===== src/rtl/uart_pkg.sv =====
// +------------------------------------------------------------------+
// | uart_pkg : shared UART types and default sizing constants         |
// | Rev 1.0                                                           |
// +------------------------------------------------------------------+
`default_nettype none

package uart_pkg;

  localparam int UART_DATA_WIDTH = 8;
  localparam int UART_FIFO_DEPTH = 16;

  typedef enum logic [1:0] {
    ST_IDLE  = 2'd0,
    ST_FETCH = 2'd1,
    ST_HOLD  = 2'd2,
    ST_FLUSH = 2'd3
  } drain_state_t;

endpackage

`default_nettype wire


===== src/rtl/uart_tx_fifo_ctrl_if.sv =====
// +------------------------------------------------------------------+
// | uart_tx_fifo_ctrl_if : requester, FIFO and transmitter signals    |
// | Rev 1.0                                                           |
// +------------------------------------------------------------------+
`default_nettype none

interface uart_tx_fifo_ctrl_if
  import uart_pkg::*;
#(
  parameter int NUM_REQ = 2,
  parameter int WIDTH   = UART_DATA_WIDTH
);

  logic [NUM_REQ-1:0]       req;
  logic [NUM_REQ*WIDTH-1:0] req_data;
  logic [NUM_REQ-1:0]       gnt;
  logic                     fifo_write_en;
  logic [WIDTH-1:0]         fifo_data_in;
  logic                     fifo_full;
  logic                     fifo_empty;
  logic                     fifo_read_en;
  logic [WIDTH-1:0]         fifo_data_out;
  logic                     enable;
  logic                     flush;
  logic                     flush_busy;
  logic [WIDTH-1:0]         tx_data;
  logic                     tx_valid;
  logic                     tx_ready;

  modport master (
    input  req, req_data, fifo_full, fifo_empty, fifo_data_out,
           enable, flush, tx_ready,
    output gnt, fifo_write_en, fifo_data_in, fifo_read_en,
           flush_busy, tx_data, tx_valid
  );

  modport slave (
    output req, req_data, fifo_full, fifo_empty, fifo_data_out,
           enable, flush, tx_ready,
    input  gnt, fifo_write_en, fifo_data_in, fifo_read_en,
           flush_busy, tx_data, tx_valid
  );

endinterface

`default_nettype wire


===== src/rtl/uart_rr_arbiter.sv =====
// +------------------------------------------------------------------+
// | uart_rr_arbiter : combinational round-robin grant from a pointer  |
// | Rev 1.0                                                           |
// +------------------------------------------------------------------+
`default_nettype none

module uart_rr_arbiter #(
  parameter int NUM_REQ = 2,
  parameter int PTR_W   = $clog2(NUM_REQ)
) (
  input  logic [NUM_REQ-1:0] req,
  input  logic               enable,
  input  logic [PTR_W-1:0]   ptr,
  output logic [NUM_REQ-1:0] gnt,
  output logic [PTR_W-1:0]   next_ptr
);

  logic             w_found;
  logic [PTR_W-1:0] w_idx;

  // Scan from ptr upward with wrap; first requester found wins.
  always_comb begin
    gnt      = '0;
    next_ptr = ptr;
    w_found  = 1'b0;
    w_idx    = '0;
    for (int k = 0; k < NUM_REQ; k++) begin
      w_idx = PTR_W'((int'(ptr) + k) % NUM_REQ);
      if (enable && !w_found && req[w_idx]) begin
        gnt[w_idx] = 1'b1;
        w_found    = 1'b1;
        next_ptr   = PTR_W'((int'(w_idx) + 1) % NUM_REQ);
      end
    end
  end

endmodule

`default_nettype wire


===== src/rtl/uart_tx_fifo_ctrl.sv =====
// +------------------------------------------------------------------+
// | uart_tx_fifo_ctrl : TX FIFO write arbiter, drain FSM and flush    |
// | Rev 1.0                                                           |
// +------------------------------------------------------------------+
`default_nettype none

module uart_tx_fifo_ctrl
  import uart_pkg::*;
#(
  parameter int NUM_REQ    = 2,
  parameter int WIDTH      = UART_DATA_WIDTH,
  parameter int DEPTH      = UART_FIFO_DEPTH,
  parameter int ADDR_WIDTH = $clog2(DEPTH)
) (
  input  logic                clk,
  input  logic                rst,
  uart_tx_fifo_ctrl_if.master bus
);

  localparam int PTR_W = $clog2(NUM_REQ);

  generate
    if (NUM_REQ < 2 || DEPTH < 2 || ADDR_WIDTH != $clog2(DEPTH)) begin : g_param_check
      $error("uart_tx_fifo_ctrl: invalid NUM_REQ/DEPTH/ADDR_WIDTH");
    end
  endgenerate

  drain_state_t       r_state, w_state_nxt;
  logic [PTR_W-1:0]   r_rr_ptr, w_rr_ptr_nxt;
  logic [NUM_REQ-1:0] w_gnt;
  logic               w_arb_en;
  logic [WIDTH-1:0]   w_wdata;
  logic               r_tx_valid, w_tx_valid_nxt;
  logic [WIDTH-1:0]   r_tx_data, w_tx_data_nxt;
  logic               w_read_en;

  // Writes are held off while full and for the whole flush window.
  assign w_arb_en = !rst && !bus.fifo_full && !bus.flush && (r_state != ST_FLUSH);

  uart_rr_arbiter #(
    .NUM_REQ (NUM_REQ),
    .PTR_W   (PTR_W)
  ) u_arb (
    .req      (bus.req),
    .enable   (w_arb_en),
    .ptr      (r_rr_ptr),
    .gnt      (w_gnt),
    .next_ptr (w_rr_ptr_nxt)
  );

  always_comb begin
    w_wdata = '0;
    for (int i = 0; i < NUM_REQ; i++) begin
      if (w_gnt[i]) w_wdata = bus.req_data[i*WIDTH +: WIDTH];
    end
  end

  assign bus.gnt           = w_gnt;
  assign bus.fifo_write_en = |w_gnt;
  assign bus.fifo_data_in  = w_wdata;
  assign bus.fifo_read_en  = w_read_en && !rst;
  assign bus.flush_busy    = (r_state == ST_FLUSH);
  assign bus.tx_valid      = r_tx_valid;
  assign bus.tx_data       = r_tx_data;

  always_ff @(posedge clk or posedge rst) begin
    if (rst) begin
      r_state    <= ST_IDLE;
      r_rr_ptr   <= '0;
      r_tx_valid <= 1'b0;
      r_tx_data  <= '0;
    end else begin
      r_state    <= w_state_nxt;
      r_rr_ptr   <= w_rr_ptr_nxt;
      r_tx_valid <= w_tx_valid_nxt;
      r_tx_data  <= w_tx_data_nxt;
    end
  end

  always_comb begin
    w_state_nxt    = r_state;
    w_tx_valid_nxt = r_tx_valid;
    w_tx_data_nxt  = r_tx_data;
    w_read_en      = 1'b0;
    case (r_state)
      ST_IDLE: begin
        if (bus.flush) begin
          w_state_nxt = ST_FLUSH;
        end else if (bus.enable && !bus.fifo_empty) begin
          w_read_en   = 1'b1;
          w_state_nxt = ST_FETCH;
        end
      end
      ST_FETCH: begin
        if (bus.flush) begin
          w_state_nxt = ST_FLUSH;
        end else begin
          w_tx_data_nxt  = bus.fifo_data_out;
          w_tx_valid_nxt = 1'b1;
          w_state_nxt    = ST_HOLD;
        end
      end
      ST_HOLD: begin
        // tx_valid drops on every exit so an accepted byte is never re-offered.
        if (bus.flush) begin
          w_tx_valid_nxt = 1'b0;
          w_state_nxt    = ST_FLUSH;
        end else if (bus.tx_ready && bus.enable && !bus.fifo_empty) begin
          w_read_en      = 1'b1;
          w_tx_valid_nxt = 1'b0;
          w_state_nxt    = ST_FETCH;
        end else if (bus.tx_ready) begin
          w_tx_valid_nxt = 1'b0;
          w_state_nxt    = ST_IDLE;
        end
      end
      ST_FLUSH: begin
        w_tx_valid_nxt = 1'b0;
        w_read_en      = !bus.fifo_empty;
        if (bus.fifo_empty && !bus.flush) w_state_nxt = ST_IDLE;
      end
      default: w_state_nxt = ST_IDLE;
    endcase
  end

endmodule

`default_nettype wire


===== src/flat_wrapper.sv =====
// flat-port wrapper written by rule: the top's interface ports become plain ports
module uart_tx_fifo_ctrl_flat import uart_pkg::*;
#(
  parameter int NUM_REQ    = 2,
  parameter int WIDTH      = UART_DATA_WIDTH,
  parameter int DEPTH      = UART_FIFO_DEPTH,
  parameter int ADDR_WIDTH = $clog2(DEPTH)
)
  (clk, rst, bus_req, bus_req_data, bus_fifo_full, bus_fifo_empty, bus_fifo_data_out, bus_enable, bus_flush, bus_tx_ready, bus_gnt, bus_fifo_write_en, bus_fifo_data_in, bus_fifo_read_en, bus_flush_busy, bus_tx_data, bus_tx_valid);
  uart_tx_fifo_ctrl_if #(.NUM_REQ(NUM_REQ), .WIDTH(WIDTH)) bus_i ();
  input  logic clk;
  input  logic rst;
  input wire logic [$bits(bus_i.req)-1:0] bus_req;
  input wire logic [$bits(bus_i.req_data)-1:0] bus_req_data;
  input wire logic [$bits(bus_i.fifo_full)-1:0] bus_fifo_full;
  input wire logic [$bits(bus_i.fifo_empty)-1:0] bus_fifo_empty;
  input wire logic [$bits(bus_i.fifo_data_out)-1:0] bus_fifo_data_out;
  input wire logic [$bits(bus_i.enable)-1:0] bus_enable;
  input wire logic [$bits(bus_i.flush)-1:0] bus_flush;
  input wire logic [$bits(bus_i.tx_ready)-1:0] bus_tx_ready;
  output wire logic [$bits(bus_i.gnt)-1:0] bus_gnt;
  output wire logic [$bits(bus_i.fifo_write_en)-1:0] bus_fifo_write_en;
  output wire logic [$bits(bus_i.fifo_data_in)-1:0] bus_fifo_data_in;
  output wire logic [$bits(bus_i.fifo_read_en)-1:0] bus_fifo_read_en;
  output wire logic [$bits(bus_i.flush_busy)-1:0] bus_flush_busy;
  output wire logic [$bits(bus_i.tx_data)-1:0] bus_tx_data;
  output wire logic [$bits(bus_i.tx_valid)-1:0] bus_tx_valid;
  assign bus_i.req = bus_req;
  assign bus_i.req_data = bus_req_data;
  assign bus_i.fifo_full = bus_fifo_full;
  assign bus_i.fifo_empty = bus_fifo_empty;
  assign bus_i.fifo_data_out = bus_fifo_data_out;
  assign bus_i.enable = bus_enable;
  assign bus_i.flush = bus_flush;
  assign bus_i.tx_ready = bus_tx_ready;
  assign bus_gnt = bus_i.gnt;
  assign bus_fifo_write_en = bus_i.fifo_write_en;
  assign bus_fifo_data_in = bus_i.fifo_data_in;
  assign bus_fifo_read_en = bus_i.fifo_read_en;
  assign bus_flush_busy = bus_i.flush_busy;
  assign bus_tx_data = bus_i.tx_data;
  assign bus_tx_valid = bus_i.tx_valid;
  uart_tx_fifo_ctrl #(.NUM_REQ(NUM_REQ), .WIDTH(WIDTH), .DEPTH(DEPTH), .ADDR_WIDTH(ADDR_WIDTH)) u_core (.clk(clk), .rst(rst), .bus(bus_i));
endmodule

===== config.mk =====
export PLATFORM = sky130hd
export DESIGN_NAME = uart_tx_fifo_ctrl_flat
export DESIGN_NICKNAME = d
export VERILOG_FILES = /design/src/rtl/uart_pkg.sv /design/src/rtl/uart_tx_fifo_ctrl_if.sv /design/src/rtl/uart_rr_arbiter.sv /design/src/rtl/uart_tx_fifo_ctrl.sv /design/src/flat_wrapper.sv
export SDC_FILE = /design/constraint.sdc
export NUM_CORES = 1
export LEC_CHECK = 0
export BUFFER_PORTS_ARGS = -buffer_cell sky130_fd_sc_hd__buf_2
export CAP_MARGIN = 20
export CELL_PAD_IN_SITES_DETAIL_PLACEMENT = 1
export CELL_PAD_IN_SITES_GLOBAL_PLACEMENT = 1
export CORE_MARGIN = 4
export CORE_UTILIZATION = 23
export CTS_CLUSTER_DIAMETER = 60
export CTS_CLUSTER_SIZE = 24
export DETAILED_ROUTE_END_ITERATION = 10
export MAX_ROUTING_LAYER = met4
export PLACE_DENSITY = 0.7
export RECOVER_POWER = 100
export SLEW_MARGIN = 20
export SYNTH_ARGS = -nofsm -noshare
export SYNTH_HDL_FRONTEND = slang
export SYNTH_SLANG_ARGS = --single-unit

===== constraint.sdc =====
create_clock -name clk -period 1.2 [get_ports clk]
set_input_delay 0 -clock clk [delete_from_list [all_inputs] [get_ports clk]]
set_output_delay 0 -clock clk [all_outputs]
set_load 0.05 [all_outputs]

# After elaboration in Yosys (flattened, before gate mapping)
# Index checks and enable logic that the tools add are counted.
[word_totals]
wordCells = 78
output_inout_bits = 22
register_bits = 12
inputBits = 33
[classes]
n_mux = 33
n_lt_le_gt_ge = 4
addsub = 2
bitwise_logic = 2
n_eq_ne = 8
reduce_logical = 25
[op_table]
columns = ["cell", "count"]
rows = [
  ["$mux 1", 18],
  ["$mux 2", 8],
  ["$mux 8", 2],
  ["$logic_and 1x1->1", 13],
  ["$pmux 2 s4", 1],
  ["$pmux 1 s3", 2],
  ["$reduce_and 3->1", 2],
  ["$logic_not 1->1", 5],
  ["$eq 2x2->1 const B", 2],
  ["$lt 1x2->1 const B", 2],
  ["$ne 2x2->1 const B", 2],
  ["$ne 4x3->1 const B", 1],
  ["$ne 3x2->1 const B", 1],
  ["$reduce_bool 3->1", 1],
  ["$add 1x1->1 const B", 2],
  ["$demux 1 s1", 2],
  ["$eq 2x1->1 const B", 1],
  ["$ge 1x1->1 const B", 2],
  ["$logic_not 2->1", 1],
  ["$ne 2x1->1 const B", 1],
  ["$or 2x2->2", 1],
  ["$reduce_and 2->1", 1],
  ["$reduce_bool 2->1", 1],
  ["$reduce_or 2->1", 1],
  ["$not 1->1", 1],
]

# Depth between registers and ports, before layout
# Gate-level depths: netlist of run 1.
[logic_depth]
ltp_word = 12
depth_mapped = 4
depth_no_buf = 3

# Cells and area by module
# From an unflattened synthesis of run 1, not the netlist that was laid out.
[hier_totals]
cells_unflattened = 57
area_unflattened_um2 = 628.1
[modules_own_cells]
columns = ["mod", "instances", "cells_per_inst", "area_per_inst_um2", "seq_area_each_um2"]
rows = [
  ["uart_tx_fifo_ctrl", 1, 50, 591.8, 300.3],
  ["uart_rr_arbiter", 1, 7, 36.3, 0.0],
]

# Worst setup path after synthesis of run 1
# Ideal clock, no wire load.
[synth_path]
path_type = "flip-flop to output port"
start = "register u_core.r_state[1]"
end = "output port bus_fifo_data_in[0]"
t_required_ps = 1200
arrival_ps = 1896
path_stages_with_launch = 5
setup_slack_ps = -696
n_path_buf = 1
cell_sequence = "dfrtp_1 and2_4 or4_1 buf_2 nor2_1"
[synth_between]
elab_chain_len = 10
elab_cells_between_ends = 12
classes_between = "eq/ne (1); mux (5); bitwise (1); reduce/logical (5)"
[synth_rtl]
columns = ["element", "line", "text"]
rows = [
  ["start, declared", "uart_tx_fifo_ctrl.sv:28", "drain_state_t r_state, w_state_nxt;"],
  ["start signal, assigned", "uart_tx_fifo_ctrl.sv:73", "r_state <= w_state_nxt;"],
  ["$ne 2x2->1 *", "uart_tx_fifo_ctrl.sv:38", "assign w_arb_en = !rst && !bus.fifo_full && !bus.flush && (r_state != ST_FLUSH);"],
  ["$logic_and 1x1->1 *", "uart_tx_fifo_ctrl.sv:38", ""],
  ["$logic_and 1x1->1", "uart_rr_arbiter.sv:29", "if (enable && !w_found && req[w_idx]) begin"],
  ["$mux 1", "uart_rr_arbiter.sv:29", ""],
  ["$logic_not 1->1", "uart_rr_arbiter.sv:29", ""],
  ["$logic_and 1x1->1 (2 in a row)", "uart_rr_arbiter.sv:29", ""],
  ["$mux 2 *", "uart_rr_arbiter.sv:29", ""],
  ["$mux 8", "uart_tx_fifo_ctrl.sv:54", "if (w_gnt[i]) w_wdata = bus.req_data[i*WIDTH +: WIDTH];"],
  ["$mux 8 *", "uart_tx_fifo_ctrl.sv:54", ""],
  ["end, declared", "flat_wrapper.sv:23", "output wire logic [$bits(bus_i.fifo_data_in)-1:0] bus_fifo_data_in;"],
]
# Mark *: on every way between the ends. The rest lies on a longest branch, timed or not.

# Worst setup path after layout of run 1
[layout_path]
start = "register u_core.r_state[0]"
end = "output port bus_fifo_data_in[1]"
# Same word-level chain as after synthesis.

==> reports/metrics.yaml, run 1 <==
status: "complete, but fails checks"
violations: "negative setup slack"
tightest_slew_ns: 0.4651
wl_met2_um: 1654
fin_cells: 179
setup_violations: 22
die_y_um: 62
viasPerCell: 4.894
clk_pin_slew_worst_paths_ns: 0.08
met3_length_um: 255
dpl.cell_count: 161
rows: 19
synth-edff-count: 0
nets: 182
clockBufferDepth: 2
hp-class: "in2reg"
critPathLaunchType: "flop"
rsz0062_at_grt: "yes"
cp-end-kind: "output port"
cts_tree: "done"
yosys_register_bits: 12
maxUsedRoutingLayer: "met4"
reg2reg_slack_ns: -0.32
cpPeakStageDelay_ns: 0.52
p_leak_nw: 0.6966
synth_top_area_frac: 0.4478
rr_worst_depth: 7
ios: 55
grt_max_degree: 13
ir_worst_vdd_mv: 0.9999
cts_root_buffer: "clkbuf_4"
relSlewSlack: 0.6896
holdPathStages: 3
tns_ns: -7.860
slew_viol_final: 0
synth-main-ff-cell: "dfrtp_1"
fin_crit_ns: 1.658
wl_per_cell_um: 15.85
avgSynthCellArea_um2: 10.32
ys_seq_area_frac: 0.4478
grt_pass1_vias: 951
drtAntennaViolNets: 0
drv_cap: 0
core_um2: 2781
p_per_area_nw_per_um2: 1257
io_buffer_count: 54
worst_slack_ns: -0.4583
drt_pass1_iterations: 3
die_w_um: 62
synthesis.instances: 65
finClkSkew_ns: 0.0008413
drc_errors: 0
cp_slowest_cell: "or4_4"
h-tree-depth: 1
track_usage: 0.1575
via_count: 876
dieArea_um2: 3844
diodes: 0
min_to: "u_core.bus.tx_valid"
cp_cell_sequence: "and2_4 > or4_4 > nor2_4 > buf_8"
synth.area.top_cells: "dfrtp_1, mux2_2, a32oi_1"
fmax_ghz: 0.6030
numCtsBuffers: 3
dp_hpwl_um: 1964
drt_first_iter_violations: 21
wl_met1_um: 912
r2r_start: "u_core.r_state[0]"
hold_ws_ns: 0.03114
path_max_fanout: 5
hold_viol: 0
crit_required_ns: 1.20
wirelength_um: 2838
clk_latency_ns: 0.27
syn_to_final_growth_pct: 129.5
start_util: 0.2411
grt_antenna_before_repair: 0
ys_warn_count: 0
synth_cell_types: 22
grt_pass1_wl_um: 4243
syn-num-nets: 98
yosys.area.top_type: "dfrtp_1"
r2r-end: "u_core.r_rr_ptr"
crit_arrival_ns: 1.66
overflow: 0
globalplace.congestion: 0.7293
fin_crit_sh: 1.382
crit_type: "reg2out"
hold_start: "bus_tx_ready"
ys_async_sr_fraction: 1.000
drive_gt1_frac: 0.7095
cts_num_sinks: 12
place_worst_setup_slack_ns: -0.2998
syn_area_um2: 670.6
## cell usage in the layout (no fill, tap or decap), types with 6 or more instances in the layout
master         synthesis  final
a32oi_1                8      7
buf_2                  1     31
buf_4                  0     11
buf_6                  0      7
buf_8                  0     10
clkbuf_2               0      9
dfrtp_1               12     12
dlygate4sd3_1          0     10
mux2_4                 0      6
nor2_4                 0     10
## how the worst max path moves through the flow
stage | depth (start not counted) | from | to | slack [ns]
after global placement | 4 | u_core.r_state[1] | bus_fifo_data_in[4] | -0.27
after CTS | 5 | u_core.r_state[1] | bus_gnt[1] | -0.46
after detailed placement | 4 | u_core.r_state[1] | bus_fifo_data_in[2] | -0.30
final | 4 | u_core.r_state[0] | bus_fifo_data_in[1] | -0.46
after global routing | 4 | u_core.r_state[0] | bus_fifo_data_in[6] | -0.52
after floorplan | 4 | u_core.r_state[1] | bus_fifo_data_in[0] | -0.32
## Yosys cell counts (2+ instances only)
library cell and n:
dfrtp_1 12, inv_1 3, a32oi_1 8, nand2b_1 2, a21oi_1 2, clkbuf_1 2
mux2_2 8, nor2_1 11, o21ai_0 2, a31oi_1 3
## flip-flops by register name, indices dropped and copies added, names as in the netlist
| name | cells |
|---|---|
| u_core.bus.tx_data | 8 |
| u_core.bus.tx_valid | 1 |
| u_core.r_rr_ptr | 1 |
| u_core.r_state | 2 |
## where the power goes
part           total, mW  internal (mW)  switching [mW]
clock              0.325          0.184           0.140
sequential         0.575          0.512          0.0630
combinational       1.04          0.391           0.644
total               1.93           1.09           0.847
## metal layers
layer / vias to the layer above / global-route usage
li1: 414 / -
met1: 416 / 0.1483
met2: 44 / 0.3225
met3: 2 / 0.01860
met4: 0 / 0.04545
met5: - / -
## cells by family (layout without fill, tap and decap cells)
kind of cell | count (synthesis) | after routing | share of synthesized area
flip-flops | 12 | 12 | 0.4478
buffers and inverters | 6 | 88 | 0.03544
multiplexers | 8 | 8 | 0.1343
AND/OR/NAND/NOR | 21 | 22 | 0.1754
AO/OA/AOI/OAI | 18 | 18 | 0.2071
## critical path: cells and delay by family, from the launching register on
family,cells,cell delay [ns]
buffers and inverters,1,0.15
DFF,1,0.40
and+or+nand+nor,3,0.84
## timing repair
action	CTS	global route
cloned	1	0
endpoints found under the setup margin	22	23
pin swaps	2	2
buffers inserted	3	2
hold endpoints to repair	21	0
hold buffers	10	0
resized for setup	44	13
## final cells by class
class	instances	area (um^2)
tap	31	38.79
multi-input combinational	48	525.5
inverter	3	11.26
clock buffer	4	36.28
fill	312	1242
timing repair buffer	81	626.9
sequential	12	300.3
## through the flow
step                instance area, um^2  total power, mW  utilization
global route                       1539            2.046       0.5533
finish                             1539            1.935       0.5533
floorplan                         775.7            1.193            -
global placement                   1162            1.443       0.4179
CTS                                1488            1.928       0.5349
detailed placement                 1162            1.467       0.4179
Note: power is estimated with default switching activity, not from simulation.
==> run 2: changes to the inputs <==
- CORE_UTILIZATION: 23 -> 22
- PLACE_DENSITY: 0.7 -> 0.69
- SYNTH_HIERARCHICAL: unset -> 1
==> run 2 against run 1 <==
The flow still finishes with violations (negative setup slack). Combinational power shrank 10%. Clock skew about the same. Synthesized cell count decreased by 12%.
==> reports/metrics.yaml, run 2 <==
path_buf_inv: 2  # was 1
combinationalPowerShare: 0.513  # was 0.535
syn-num-nets: 90  # was 98
synth-edff-count: 0  # unchanged
p_seq_frac: 0.319  # was 0.297
tightest_slew_ns: 0.4587  # was 0.4651 ns
wl_per_cell_um: 14.18  # was 15.85 um
globalplace.congestion: 0.7194  # was 0.7293
crit_required_ns: 1.20  # about the same
synth_most_common_cell: "dfrtp_1"  # unchanged
hp-class: "in2reg"  # unchanged
ys_async_sr_fraction: 1.000  # unchanged
syn_to_final_growth_pct: 132.9  # was 129.5%
intPower_mw: 1.052  # was 1.088 mW
setup_violations: 20  # was 22
fin_crit_ns: 1.848  # was 1.658 ns
finClkSkew_ns: 0.0005573  # was 0.0008413 ns
switching_power_mw: 0.7700  # was 0.8470 mW
grt_antenna_before_repair: 0  # unchanged
dp_hpwl_um: 1777  # was 1964 um
rows: 19  # unchanged
cts_num_sinks: 12  # unchanged
holdPathStages: 2  # was 3
relSlewSlack: 0.6938  # was 0.6896
hold_viol: 0  # unchanged
avgSynthCellArea_um2: 11.02  # was 10.32 um^2
clock_power_share: 0.168  # about the same
drt_pass1_iterations: 2  # was 3
core_um2: 2734  # was 2781 um^2
drtAntennaViolNets: 0  # unchanged
viasPerCell: 4.693  # was 4.894
synth.top_cells.by_count: "dfrtp_1, mux2_2, a22o_1"  # was dfrtp_1, nor2_1, a32oi_1, mux2_2
diodes: 0  # unchanged
syn_area_um2: 628.1  # was 670.6 um^2
ys_warn_count: 6  # was 0
largest_reg_flops: 8  # unchanged
cp_slowest_cell: "dfrtp_1"  # was or4_4
cpPeakStageDelay_ns: 0.38  # was 0.52 ns
use_met2: 0.2644  # was 0.3225
layout_common_cells: "buf_2, dfrtp_1, buf_6"  # was buf_2, dfrtp_1, buf_4
yosys.area.top_type: "dfrtp_1"  # unchanged
io_buffer_count: 54  # unchanged
track_usage: 0.1346  # was 0.1575
grt_util_met1: 0.1303  # was 0.1483
slew_viol_final: 0  # unchanged
hold_ws_ns: 0.01514  # was 0.03114 ns
rr_worst_depth: 5  # was 7
cts_tree: "done"  # unchanged
fmax_ghz: 0.5411  # was 0.6030 GHz
fin_cells: 166  # was 179
drv_cap: 0  # unchanged
drive_gt1_frac: 0.7481  # was 0.7095
nets: 169  # was 182
ys_seq_area_frac: 0.4781  # was 0.4478
clk_pin_slew_worst_paths_ns: 0.07  # was 0.08 ns
crit_arrival_ns: 1.85  # was 1.66 ns
path_max_fanout: 7  # was 5
utilization: 0.5350  # was 0.5533
h-tree-depth: 1  # unchanged
grt_max_degree: 13  # unchanged
rsz0062_at_grt: "yes"  # unchanged
overflow: 0  # unchanged
dieArea_um2: 3774  # was 3844 um^2
yosys_register_bits: 12  # unchanged
wirelength_um: 2354  # was 2838 um
grt_pass1_wl_um: 3657  # was 4243 um
dpl.cell_count: 151  # was 161
busiest_layer: "met2"  # unchanged
synth_cell_types: 25  # was 22
use_met3: 0.03564  # was 0.01860
die_w_um: 61.43  # was 62 um
die_y_um: 61.43  # was 62 um
start_util: 0.2297  # was 0.2411
fin_crit_sh: 1.540  # was 1.382
synthesis.instances: 57  # was 65
tns_ns: -7.382  # was -7.860 ns
cp.depth: 8  # was 4
worst_slack_ns: -0.6481  # was -0.4583 ns
p_per_area_nw_per_um2: 1246  # was 1257 nW/um^2
grt_pass1_vias: 819  # was 951
place_worst_setup_slack_ns: -0.4597  # was -0.2998 ns
violations: "negative setup slack"  # unchanged
p_leak_nw: 0.7393  # was 0.6966 nW
critPathLaunchType: "flop"  # unchanged
cp_top_family: "simple AND/OR/NAND/NOR gates"  # unchanged
synth.area.top_cells: "dfrtp_1, mux2_2, a22o_1"  # was dfrtp_1, mux2_2, a32oi_1
synth-main-ff-cell: "dfrtp_1"  # unchanged
drt_first_iter_violations: 4  # was 21
cp-end-kind: "output port"  # unchanged
cts_root_buffer: "clkbuf_4"  # unchanged
clockBufferDepth: 2  # unchanged
ios: 55  # unchanged
ir_worst_vdd_mv: 0.9877  # was 0.9999 mV
status: "complete, but fails checks"  # unchanged
clk_latency_ns: 0.26  # was 0.27 ns
cp_cell_sequence: "and2_4 > nor4_4 > nand2_2 > a21oi_4 > nor2b_1 > buf_4 > a22o_4 > buf_6"  # was and2_4 > or4_4 > nor2_4 > buf_8
synth_top_area_frac: 0.4781  # was 0.4478
crit_type: "reg2out"  # unchanged
via_count: 779  # was 876
final_common_cell: "buf_2"  # unchanged
swShare: 0.4226  # was 0.4378
numCtsBuffers: 3  # unchanged
drc_errors: 0  # unchanged
[run 2: final cells by class]
type / count / area, um^2
Fill cell: 292 / 1271
Sequential cell: 12 / 300.3
Timing Repair Buffer: 77 / 584.3
Inverter: 3 / 13.76
Multi-Input combinational cell: 39 / 489.2
Tap cell: 31 / 38.79
Clock buffer: 4 / 36.28
[run 2: cell families after synthesis]
family	synth area share
flops	0.4781
mux	0.1434
simple gates	0.1355
buf+inv	0.03784
compound gates	0.2052
[run 2: final timing paths]
| check | from | end | slack [ns] |
|---|---|---|---|
| worst min register to register | u_core/bus.tx_valid | u_core/bus.tx_valid | 0.50 |
| worst min-delay path | bus_fifo_empty | u_core/r_state[0] | 0.02 |
| min in group asynchronous | rst | u_core/r_state[1] | 0.46 |
| worst max-delay path | u_core/r_state[0] | bus_fifo_data_in[1] | -0.65 |
| worst max register to register | u_core/r_state[0] | u_core/bus.tx_data[6] | -0.10 |
| max in group asynchronous | rst | u_core/r_rr_ptr | 0.43 |
[run 2: worst register-to-register path, cell delays in order, from the launching register on]
cell and delay, ns:
dfrtp_1 0.35, buf_4 0.15, inv_4 0.04, nor3_4 0.19
buf_12 0.16, mux2_4 0.30
[run 2: timing repair]
| item | 4_1_cts | 5_1_grt |
|---|---|---|
| hold buffers | 9 | 0 |
| pin swaps | 1 | 5 |
| gates resized for setup | 35 | 9 |
| hold endpoints to repair | 20 | 0 |
| setup buffers | 2 | 2 |
| gates cloned | 1 | 0 |
| setup endpoints to repair | 21 | 23 |
[run 2: stage by stage]
step / instance area (um^2) / power [mW]
6_report: 1463 / 1.822
5_1_grt: 1463 / 1.915
4_1_cts: 1440 / 1.824
3_5_place_dp: 1175 / 1.446
3_3_place_gp: 1175 / 1.427
2_1_floorplan: 810.8 / 1.203
[run 2: layer usage]
layer	wire [um]	vias up
li1	-	365
met3	327	2
met5	0	-
met2	1270	46
met1	753	366
met4	4	0
[run 2: power by group through the flow]
stage                     logic (mW)  registers, mW  clock network [mW]
after global placement         0.849          0.579                   0
after floorplan                0.302          0.901                   0
after CTS                      0.925          0.579               0.320
after detailed placement       0.866          0.579                   0
after global routing           0.983          0.596               0.336
final                          0.935          0.581               0.306
==> run 3: changes to the inputs <==
- CORE_ASPECT_RATIO: unset -> 1.4
==> run 3 against run 2 <==
The flow still finishes with violations (negative setup slack). Largest cell class unchanged. Clock skew increased by 0.0025 ns. Critical path depth unchanged. Register-to-register slack about the same. Non-clock buffer count decreased by 1. Count of clock-buffer cells in the layout decreased by 1.
==> reports/metrics.yaml, run 3 (synthesis results as in run 2) <==
drv_cap: 0  # unchanged
r2r_start: "u_core/r_state[0]"  # unchanged
globalplace.congestion: 0.6603  # was 0.7194
grt_pass1_vias: 846  # was 819
cp-end-kind: "output port"  # unchanged
clockBufferDepth: 2  # unchanged
r2r-end: "u_core/bus.tx_data[5]"  # was u_core/bus.tx_data[6]
use_met3: 0.02703  # was 0.03564
violations: "negative setup slack"  # unchanged
via_count: 769  # was 779
cp_top_family: "simple AND/OR/NAND/NOR gates"  # unchanged
fillers: 293  # was 292
hold_viol: 0  # unchanged
rows: 22  # was 19
place_area_um2: 1181  # was 1175 um^2
stdcell_area_um2: 1423  # was 1463 um^2
use_met2: 0.2403  # was 0.2644
setup_violations: 20  # unchanged
cpPeakStageDelay_ns: 0.38  # about the same
reg2reg_slack_ns: -0.10  # about the same
grt_util_met1: 0.1352  # was 0.1303
finClkSkew_ns: 0.003082  # was 0.0005573 ns
busiest_layer: "met2"  # unchanged
clk_pin_slew_worst_paths_ns: 0.06  # was 0.07 ns
crit_required_ns: 1.20  # about the same
crit_arrival_ns: 1.92  # was 1.85 ns
p_per_area_nw_per_um2: 1214  # was 1246 nW/um^2
utilization: 0.5328  # was 0.5350
dp_hpwl_um: 1842  # was 1777 um
cts_num_sinks: 12  # unchanged
p_leak_nw: 0.7184  # was 0.7393 nW
overflow: 0  # unchanged
track_usage: 0.1290  # was 0.1346
grt_max_degree: 13  # unchanged
path_max_fanout: 7  # unchanged
grt_pass1_wl_um: 3684  # was 3657 um
fin_crit_sh: 1.597  # was 1.540
viasPerCell: 4.550  # was 4.693
crit_type: "reg2out"  # unchanged
wirelength_um: 2306  # was 2354 um
drive_gt1_frac: 0.7444  # was 0.7481
dpl.cell_count: 156  # was 151
critPathLaunchType: "flop"  # unchanged
crit_path_end: "bus_fifo_data_in[2]"  # was bus_fifo_data_in[1]
fin_crit_ns: 1.916  # was 1.848 ns
layout_common_cells: "buf_2, buf_6, dfrtp_1, dlygate4sd3_1"  # was buf_2, dfrtp_1, buf_6
drt_first_iter_violations: 20  # was 4
nets: 168  # was 169
ir_worst_vdd_mv: 1.100  # was 0.9877 mV
drt_pass1_iterations: 4  # was 2
drtAntennaViolNets: 0  # unchanged
cp_slowest_cell: "dfrtp_1"  # unchanged
largest_reg_flops: 8  # unchanged
tightest_slew_ns: 0.4234  # was 0.4587 ns
dieArea_um2: 3786  # was 3774 um^2
cts_tree: "done"  # unchanged
final_common_cell: "buf_2"  # unchanged
hp-class: "in2reg"  # unchanged
cp_cell_sequence: "and2_4 > nor4_4 > nand2_1 > a21oi_4 > nor2b_1 > buf_4 > a22o_4 > buf_6"  # was and2_4 > nor4_4 > nand2_2 > a21oi_4 > nor2b_1 > buf_4 > a22o_4 > buf_6
diodes: 0  # unchanged
worstSetupStartpoint: "u_core/r_state[0]"  # unchanged
die_y_um: 71.22  # was 61.43 um
wl_per_cell_um: 13.64  # was 14.18 um
cp.depth: 8  # unchanged
worst_slack_ns: -0.7159  # was -0.6481 ns
ios: 55  # unchanged
fmax_ghz: 0.5219  # was 0.5411 GHz
relSlewSlack: 0.7174  # was 0.6938
slew_viol_final: 0  # unchanged
io_buffer_count: 54  # unchanged
fin_cells: 169  # was 166
rr_worst_depth: 5  # unchanged
die_w_um: 53.16  # was 61.43 um
numCtsBuffers: 3  # unchanged
core_um2: 2670  # was 2734 um^2
cts_root_buffer: "clkbuf_4"  # unchanged
drc_errors: 0  # unchanged
start_util: 0.2352  # was 0.2297
clk_latency_ns: 0.26  # about the same
h-tree-depth: 1  # unchanged
status: "complete, but fails checks"  # unchanged
path_buf_inv: 2  # unchanged
rsz0062_at_grt: "yes"  # unchanged
syn_to_final_growth_pct: 126.5  # was 132.9%
tns_ns: -7.864  # was -7.382 ns
grt_antenna_before_repair: 0  # unchanged
==> run 3: area by class of cell <==
cell class              instances  area [um^2]  share of cell area
inverters                       3        13.76            0.009675
clock buffers                   3        22.52             0.01583
repair buffers                 76        556.8              0.3914
well taps                      36        45.04             0.03166
multi-input cells              39        484.2              0.3404
flip-flops and latches         12        300.3              0.2111
==> run 3: worst min-delay path by stage <==
stage	startpoint	end	slack [ns]	cells past startpoint
finish	bus_enable	u_core/r_state[0]	0.11	3
detailed placement	rst	u_core/r_state[0]	0.20	3
CTS	bus_req[1]	u_core/r_rr_ptr	0.10	3
floorplan	rst	u_core/bus.tx_data[0]	-0.14	1
global placement	rst	u_core/bus.tx_valid	0.19	3
global route	bus_req[1]	u_core/r_rr_ptr	0.10	3
==> run 3: metrics by stage <==
step	hold WS (ns)	power [mW]	setup WS [ns]
after detailed placement	0.1960	1.447	-0.4820
after floorplan	-0.1353	1.203	-0.7197
final	0.1093	1.727	-0.7159
after CTS	0.1014	1.751	-0.7036
after global routing	0.1009	1.834	-0.8615
after global placement	0.1867	1.430	-0.4082
==> run 3: what timing repair did <==
item                                    in CTS  in global routing
pin swaps                                    3                  3
buffers inserted                             4                  3
resized for setup                           32                  8
hold endpoints to repair                    21                  0
hold buffers                                10                  0
endpoints found under the setup margin      21                 23
==> run 3: where the power goes <==
part	total (mW)	switching, mW	internal (mW)
logic	0.916	0.569	0.347
clock network	0.225	0.110	0.116
registers	0.586	0.0741	0.512
==> run 3: worst reg2reg max path: cells and delay by family (launching register included) <==
family	cells	cell delay, ns
buffers and inverters	3	0.35
flip-flops	1	0.35
AND/OR/NAND/NOR	1	0.19
multiplexers	1	0.30
==> run 3: routing by layer <==
metal,share of wire,wire (um)
met5,0,0
met4,0,0
met3,0.12,287
met2,0.54,1250
met1,0.33,768
